--- src/rtl/bernoulli_enc_pkg.sv ---
// bernoulli_enc_pkg: FSM states, Galois LFSR tap masks and refractory counter sizing
package bernoulli_enc_pkg;
  typedef enum logic [2:0] {IDLE, SCAN, LAST, HOLD, FIN} state_t;
  localparam logic [31:0] LFSR_TAPS_8 = 32'h0000_00B8;
  localparam logic [31:0] LFSR_TAPS_16 = 32'h0000_B400;
  localparam logic [31:0] LFSR_TAPS_32 = 32'h8020_0003;
  function automatic logic [31:0] lfsr_taps(input int width);
    return width == 8 ? LFSR_TAPS_8 : width == 16 ? LFSR_TAPS_16 : LFSR_TAPS_32;
  endfunction
  function automatic int refract_width(input int steps);
    return steps < 1 ? 1 : $clog2(steps + 1);
  endfunction
endpackage

--- src/rtl/bernoulli_spike_encoder_seq_lfsr.sv ---
// lfsr_step: right-shifting Galois LFSR, advances when i_en, reloads SEED on rst
module lfsr_step #(
  parameter int WIDTH = 32,
  parameter logic [WIDTH-1:0] SEED = '1,
  parameter logic [WIDTH-1:0] TAPS = '1
) (
  input  logic             clk,
  input  logic             rst,
  input  logic             i_en,
  output logic [WIDTH-1:0] o_rnd
);
  logic [WIDTH-1:0] r_lfsr;
  always_ff @(posedge clk)
    if (rst) r_lfsr <= SEED;
    else if (i_en) r_lfsr <= (r_lfsr >> 1) ^ (r_lfsr[0] ? TAPS : '0);
  assign o_rnd = r_lfsr;
endmodule

--- src/rtl/bernoulli_spike_encoder_seq.sv ---
// bernoulli_spike_encoder_seq: time-multiplexed Bernoulli spike encoder, one channel per clock.
// Optional per-channel refractory counters are enabled with `define REFRACTORY_EN.
module bernoulli_spike_encoder_seq
  import bernoulli_enc_pkg::*;
#(
  parameter int NUM_CHANNELS = 32,
  parameter int PROB_WIDTH = 32,
  parameter int ADDR_WIDTH = 8,
  parameter int STEP_WIDTH = 16,
  parameter logic [31:0] LFSR_SEED = 32'hACE1_0001,
  parameter logic [31:0] PROB_INIT = 32'h7FFF_FFFF,
  parameter int REFRACT_STEPS = 2
) (
  input  logic                    clk,
  input  logic                    rst,
  input  logic                    start,
  input  logic                    stop,
  input  logic [STEP_WIDTH-1:0]   num_steps,
  input  logic [ADDR_WIDTH-1:0]   mem_addr,
  input  logic                    mem_wen,
  input  logic [PROB_WIDTH-1:0]   mem_data_in,
  output logic [PROB_WIDTH-1:0]   mem_data_out,
  output logic [NUM_CHANNELS-1:0] spikes,
  output logic                    spikes_valid,
  input  logic                    spikes_ready,
  output logic [STEP_WIDTH-1:0]   step_count,
  output logic                    busy,
  output logic                    done
);
  localparam int CW = $clog2(NUM_CHANNELS);
  state_t r_state;
  logic [PROB_WIDTH-1:0] r_mem [NUM_CHANNELS] = '{default: PROB_INIT[PROB_WIDTH-1:0]};
  logic [PROB_WIDTH-1:0] r_rd, w_rnd;
  logic [CW-1:0] r_ch, r_ev_idx;
  logic [NUM_CHANNELS-1:0] r_shadow, w_vec;
  logic [STEP_WIDTH-1:0] w_step_inc;
  logic r_ev, r_stop, w_fire, w_hs, w_last_step, w_host_ok;
  assign w_host_ok = {1'b0, mem_addr} < (ADDR_WIDTH + 1)'(NUM_CHANNELS);
  always_ff @(posedge clk) begin
    if (mem_wen && w_host_ok) r_mem[mem_addr[CW-1:0]] <= mem_data_in;
    mem_data_out <= rst || !w_host_ok ? '0 : r_mem[mem_addr[CW-1:0]];
  end
  lfsr_step #(
    .WIDTH(PROB_WIDTH),
    .SEED(LFSR_SEED[PROB_WIDTH-1:0]),
    .TAPS(PROB_WIDTH'(lfsr_taps(PROB_WIDTH)))
  ) u_lfsr (
    .clk(clk),
    .rst(rst),
    .i_en(r_ev),
    .o_rnd(w_rnd)
  );
`ifdef REFRACTORY_EN
  localparam int RW = refract_width(REFRACT_STEPS);
  logic [RW-1:0] r_ref [NUM_CHANNELS];
  assign w_fire = r_rd > w_rnd && r_ref[r_ev_idx] == '0;
  // a channel's own firing step does not count towards its refractory period
  always_ff @(posedge clk)
    if (rst || (r_state == IDLE && start)) r_ref <= '{default: '0};
    else if (w_hs) begin
      for (int i = 0; i < NUM_CHANNELS; i++)
        if (!spikes[i] && r_ref[i] != '0) r_ref[i] <= r_ref[i] - 1'b1;
    end else if (r_ev && w_fire) r_ref[r_ev_idx] <= RW'(REFRACT_STEPS);
`else
  assign w_fire = r_rd > w_rnd;
`endif
  always_comb begin
    w_vec = r_shadow;
    w_vec[r_ev_idx] = w_fire;
  end
  assign w_hs = spikes_valid && spikes_ready;
  assign w_step_inc = step_count + 1'b1;
  assign w_last_step = (num_steps != '0 && w_step_inc == num_steps) || r_stop || stop;
  assign busy = r_state != IDLE;
  always_ff @(posedge clk)
    if (rst) begin
      r_state <= IDLE;
      r_ch <= '0;
      r_ev <= 1'b0;
      r_ev_idx <= '0;
      r_rd <= '0;
      r_shadow <= '0;
      r_stop <= 1'b0;
      spikes <= '0;
      spikes_valid <= 1'b0;
      step_count <= '0;
      done <= 1'b0;
    end else begin
      r_ev <= r_state == SCAN;
      r_ev_idx <= r_ch;
      r_rd <= r_mem[r_ch];
      r_stop <= r_state == IDLE ? start && stop : r_state == FIN ? 1'b0 : r_stop || stop;
      done <= 1'b0;
      if (r_ev) r_shadow <= w_vec;
      case (r_state)
        IDLE: if (start) begin
          step_count <= '0;
          r_ch <= '0;
          r_state <= SCAN;
        end
        SCAN: begin
          r_ch <= r_ch + 1'b1;
          if (r_ch == CW'(NUM_CHANNELS - 1)) r_state <= LAST;
        end
        LAST: begin
          spikes <= w_vec;
          spikes_valid <= 1'b1;
          r_state <= HOLD;
        end
        HOLD: if (w_hs) begin
          spikes_valid <= 1'b0;
          step_count <= w_step_inc;
          r_ch <= '0;
          done <= w_last_step;
          r_state <= w_last_step ? FIN : SCAN;
        end
        FIN: r_state <= IDLE;
        default: r_state <= IDLE;
      endcase
    end
endmodule

--- config.mk ---
export PLATFORM = sky130hd
export DESIGN_NAME = bernoulli_spike_encoder_seq
export DESIGN_NICKNAME = d
export VERILOG_FILES = /design/src/rtl/bernoulli_enc_pkg.sv /design/src/rtl/bernoulli_spike_encoder_seq_lfsr.sv /design/src/rtl/bernoulli_spike_encoder_seq.sv
export SDC_FILE = /design/constraint.sdc
export NUM_CORES = 2
export LEC_CHECK = 0
export CAP_MARGIN = 10
export CORE_MARGIN = 8
export CORE_UTILIZATION = 51
export CTS_CLUSTER_DIAMETER = 40
export CTS_CLUSTER_SIZE = 24
export DETAILED_ROUTE_END_ITERATION = 8
export PLACE_DENSITY_LB_ADDON = 0.08
export SLEW_MARGIN = 20
export SYNTH_ARGS = -nofsm -noshare
export SYNTH_HDL_FRONTEND = slang
export SYNTH_SLANG_ARGS = --single-unit
--- constraint.sdc ---
create_clock -name clk -period 5.62 [get_ports clk]
set_input_delay 0.843 -clock clk [delete_from_list [all_inputs] [get_ports clk]]
set_output_delay 0.843 -clock clk [all_outputs]
set_load 0.05 [all_outputs]
# [Yosys cells after proc, flatten, opt, wreduce, memory -nomap -nowiden]
# Memory sizes are Yosys's and may differ from the RTL's. A register that Yosys moved wholly into a read port is not among the register bits.
# Cells that the tools add are included.
[word_totals] regBits=129 input_bits=62 ram_bits=1024 memories=1 wordCells=72
[memory_table] memory="r_mem" words=32 word_bits=32 read_ports=2 rd_clocked_by_memory_dff=2 wr=1 line="bernoulli_spike_encoder_seq.sv:32" source="logic [PROB_WIDTH-1:0] r_mem [NUM_CHANNELS] = '{default: PROB_INIT[PROB_WIDTH-1:0]};"
[op_classes] order_cmp=4 addsub=2 n_bitwise=3 n_eq_ne=9 n_reduce_logical=21 n_mux=21
[ops] cell="bitwise mux 32 bit" count=1
[ops] cell="greater-than comparator 32 bit" count=1
[ops] cell="two-way mux 16 bit" count=2
[ops] cell="two-way mux 32 bit" count=1
[ops] cell="case mux 16 bit (2 select lines)" count=1
[ops] cell="XOR 31 x 32 -> 32 bit" count=1
[ops] cell="adder 16 x 1 -> 16 bit (second input constant)" count=1
[ops] cell="== test 16 bit" count=1
[ops] cell="nonzero test 16 bit" count=1
[ops] cell="case mux 5 bit (3 select lines)" count=1
[ops] cell="two-way mux 3 bit" count=4
[ops] cell="case mux 3 bit (4 select lines)" count=1
[ops] cell="two-way mux 5 bit" count=2
[ops] cell="AND reduction 3 bit" count=3
[ops] cell="< comparator 8 x 6 -> 1 bit (second input constant)" count=1
[ops] cell="== test 3 x 2 -> 1 bit (second input constant)" count=2
[ops] cell="< comparator 5 x 6 -> 1 bit (second input constant)" count=1
[ops] cell="two-way mux 1 bit" count=6
[ops] cell="nonzero test 3 bit" count=2
[ops] cell="adder 5 x 1 -> 5 bit (second input constant)" count=1
[ops] cell="demux 1 bit (select 5 bit)" count=1
[ops] cell="== test 5 bit (second input constant)" count=1
[ops] cell="greater-or-equal comparator 5 x 1 -> 1 bit (second input constant)" count=1
[ops] cell="logical AND 1 bit" count=5
[ops] cell="other kinds (12)" count=18

# [Logic depth before layout (Yosys ltp)]
[depth] word_depth=8 ltp_mapped=11

# [Modules after synthesis]
# From an unflattened synthesis, not the netlist that was laid out.
[hier_totals] cells_unflattened=2937 hier_area_um2=54420.9
[by_module_without_submodules] module="bernoulli_spike_encoder_seq" area_each_um2=53247.3 cells_per_inst=2830 seq_area_each_um2=33972.6 n_inst=1
[by_module_without_submodules] module="lfsr_step" area_each_um2=1173.6 cells_per_inst=107 seq_area_each_um2=640.6 n_inst=1

# [Worst setup path before layout]
# Ideal clock, no wire load.
[synth_timing] path_type="input to register" startpoint="in mem_addr[0]" endpoint="mem r_mem[28][0] (enable)" arrival_ps=3462 setup_ps=421 path_slack_ps=1737 required_time_ps=5199 cell_stages=7 cell_sequence="buf_2 -> buf_4 -> buf_4 -> buf_2 -> or3_1 -> clkbuf_1 -> nor2_1"
[synth_between] elab_chain_cells=4
[synth_rtl] item="start: declaration" line="bernoulli_spike_encoder_seq.sv:19" source="input logic [ADDR_WIDTH-1:0] mem_addr,"
[synth_rtl] item="< comparator 8 x 6 -> 1 bit" line="bernoulli_spike_encoder_seq.sv:38" source="assign w_host_ok = {1'b0, mem_addr} < (ADDR_WIDTH + 1)'(NUM_CHANNELS);"
[synth_rtl] item="logical AND 1 bit" line="bernoulli_spike_encoder_seq.sv:40" source="if (mem_wen && w_host_ok) r_mem[mem_addr[CW-1:0]] <= mem_data_in;"
[synth_rtl] item="two-way mux 1 bit" line="bernoulli_spike_encoder_seq.sv:40"
[synth_rtl] item="two-way mux 1 bit (not written as such)" line="bernoulli_spike_encoder_seq.sv:40"
[synth_rtl] item="end: declaration" line="bernoulli_spike_encoder_seq.sv:32"
# Parallel ways exist; a longest one is shown, timed or not.

# [Worst setup path in the final report]
[layout_timing] startpoint="in mem_addr[7]" endpoint="mem r_mem[28][22] (enable)"
[layout_between] elab_chain_cells=4
[layout_rtl] item="< comparator 8 x 6 -> 1 bit" line="bernoulli_spike_encoder_seq.sv:38"
[layout_rtl] item="logical AND 1 bit" line="bernoulli_spike_encoder_seq.sv:40"
[layout_rtl] item="two-way mux 1 bit" line="bernoulli_spike_encoder_seq.sv:40"
[layout_rtl] item="two-way mux 1 bit (not written as such)" line="bernoulli_spike_encoder_seq.sv:40"
# No other way between the ends.

==> flow_summary.ini <==
[sta]
setup_tns_ns = 0
max_slew_margin_pct = 23.59
fin_crit_sh_pct = 65.39
report.final.setup_viol = 0
max_freq_mhz = 272.1
clock_skew_ns = 0.02332
fin_ws_ns = 1.945
rsz0062_at_grt = no
worstMarginPinSlew_ns = 1.144
final-hold-violation-count = 0
drv_slew = 0
period_needed_ns = 3.675

[clocking]
clk-insertion-delay-late_ns = 0.76
cts_buffers = 164
ctsHoldBuffers = 0
clock_path_buffers = 3
clock_sinks = 1217
cts_root_buffer = clkbuf_16
ctsResizeCount = 0
htreeDepth = 4
tritoncts = done
cts_setup_buffers = 0
path_clk_slew_ns = 0.06

[power_and_ir_drop]
worst_ir_drop_vdd_v = 0.0002866
p_per_area_nw_per_um2 = 345.9
p_leak_nw = 19.61

[worst_hold_path]
worstHoldStart = u_lfsr.o_rnd[27]
holdPathEnd = u_lfsr.o_rnd[26]
hp-class = flip-flop to flip-flop
hold_path_depth = 2

[outcome]
outcome = finished, final reports clean

[place]
hpwl_um = 97930
numPortBuffers = 144
dpl_cell_area_sq_um = 58190
gp_congestion = 0.8664
dpl_worst_slack_ns = 1.174

[yosys]
synth_most_common_cell = edfxtp_1
synth_ff_type = edfxtp_1
yosys_warnings = 0
avgSynthCellArea_sq_um = 18.15
synthesis.area_sq_um = 54750
synth_area_leaders = edfxtp_1 (56%), mux4_2 (24%), dfxtp_1 (7.1%)
syn-instance-count = 3016
synth_top_cell_area_share_pct = 56.16
synthDistinctLibCells = 58
yosys.area.top_type = edfxtp_1
ys_async_sr_fraction_pct = 0
yosysSeqAreaShare_pct = 63.22
synth-edff-count = 1024
syn_nets = 3113
synth.top_cells.by_count = edfxtp_1 (1024), mux4_2 (576), dfxtp_1 (193), nor2_1 (161), clkbuf_1 (148)
synth-seq-cells = 1217

[critical_path]
timing.rr.start = r_ch[1]
critPathTopFamily = simple AND/OR/NAND/NOR gates
start_kind = input pin
worst-setup-path-type = input pin to flip-flop
crit_buf_inv = 2
crit_fanout = 21
r2r_slack_ns = 2.17
crit_arrival_ns = 4.14
worstPathCellList = clkdlybuf4s50_1 > nor3_2 > nand2_1 > or3_1 > nor2_4 > buf_4
r2r_cells = 5
r2r-end = r_rd[19]
crit_path_end_kind = flip-flop
cpPeakStageDelay_ns = 0.99
critPathRequiredTime_ns = 6.08
cpMaxStageDelayCell = nor2_4

[floorplan]
die_area_sq_um = 118100
row_count = 120
die_x_um = 343.6
initial_core_util_pct = 51.29
core-area_sq_um = 106800
die_h_um = 343.6
boundaryPins = 145

[grt]
grt_pass1_wl_um = 226300
antenna_found_initial = 10
grt_pass1_vias = 32630
track_usage_pct = 26.40
gr-total-overflow = 0
grt_max_degree = 115

[cells_and_area]
drive_gt1_share_pct = 31.49
syn_to_final_growth_pct = 16.74
finalInstanceArea_sq_um = 63920
final_nets = 3282

[route]
post_drt_wl_per_cell_um = 33.00
drc_errors = 0
viasPerCell = 6.760
first_pass_iters = 6
initialDrtViolationCount = 3342
ant_nets = 0
routed_wl_um = 156100
vias = 31970

[job]
maxCapViolCount = 0
-- metrics by stage --
step                      util (%)  total power, mW  hold WS, ns  std cells
after floorplan                  -            10.99       0.4392       3016
after CTS                    59.94            22.29       0.4707       4728
after global placement       54.50            11.50       0.4540       4421
after detailed placement     54.51            11.52       0.4628       4422
final                        59.87            22.11       0.4726       4729
after global routing         59.87            22.71       0.4881       4728
-- cells in the final DEF (no fill, tap or decap), types with 10 or more instances in the layout --
cell type and n:
mux2i_1 56, o22ai_1 16, clkdlybuf4s50_1 121, edfxtp_1 1024, buf_4 77, inv_8 10, mux4_2 576, nand2_1 98
o211ai_1 14, a221oi_1 33, nor3_1 15, ha_1 35, nand4_1 17, inv_6 22, dfxtp_1 187, buf_12 22
nor2b_1 13, inv_1 57, a21oi_1 43, o32ai_1 24, xnor2_1 16, nor2_4 33, a22oi_1 66, clkinvlp_4 20
clkbuf_1 15, a22o_1 35, a31oi_1 36, a211oi_1 13, nand3_1 49, bufinv_16 18, clkinv_4 20, clkbuf_16 171
nor2_1 128, buf_2 20, o21ai_0 81
-- how the worst max path moves through the flow --
stage / cells past startpoint / to / startpoint / slack, ns
after floorplan: 7 / r_mem[28][0] / mem_addr[0] / 1.74
after global placement: 6 / r_mem[28][21] / mem_addr[7] / 0.73
after detailed placement: 6 / r_mem[28][19] / mem_addr[7] / 1.17
after CTS: 6 / r_mem[28][22] / mem_addr[7] / 1.98
after global routing: 6 / r_mem[28][22] / mem_addr[7] / 1.81
final: 6 / r_mem[28][22] / mem_addr[7] / 1.94
-- final cells by class --
type	instances	area (sq um)
fill	7770	42840
sequential	1217	34630
multi-input combinational	1501	19120
clock buffer	188	4363
timing repair buffer	243	2387
tap	1403	1755
clock inverter	118	1431
inverter	58	217.7
antenna	1	2.502
-- state kept, by name, summed over array words and instances (netlist names), 3 cells and up --
signal and cells:
u_lfsr.o_rnd 32, spikes 32, r_ch 5, r_rd 32, mem_data_out 32, step_count 16
r_state 3, r_shadow 32, r_ev_idx 5, r_mem 1024
-- cell families after synthesis --
| logic type | after synthesis | share of synthesized area (%) |
|---|---|---|
| adders and majority gates | 35 | 0.7999 |
| AOI/OAI and AO/OA | 394 | 4.968 |
| muxes | 632 | 24.72 |
| and+or+nand+nor | 416 | 3.506 |
| DFF | 1217 | 63.22 |
| buffers and inverters | 298 | 2.390 |
| xor gates and xnor gates | 24 | 0.3976 |
-- power breakdown --
part	total (mW)	internal, mW	switching (mW)	leakage, nW
sequential	9.87	9.82	0.0479	10.8
clock	10.8	6.56	4.24	2.77
combinational	1.45	0.640	0.807	6.07
total	22.1	17.0	5.09	19.6
-- metal layers --
metal | global-route usage (%) | wire length (um) | vias up
met5 | 0 | 28 | -
met4 | 7.737 | 4017 | 4
met3 | 6.404 | 14400 | 262
met2 | 42.50 | 75880 | 1643
met1 | 36.00 | 61750 | 16960
li1 | - | - | 13090
-- worst min-delay path: cells and delay by family (launching register included) --
kind               cells  cell delay (ns)
DFF                    1             0.32
and+or+nand+nor        1             0.05
AOI/OAI and AO/OA      1             0.06
(Power assumes the default switching activity.)
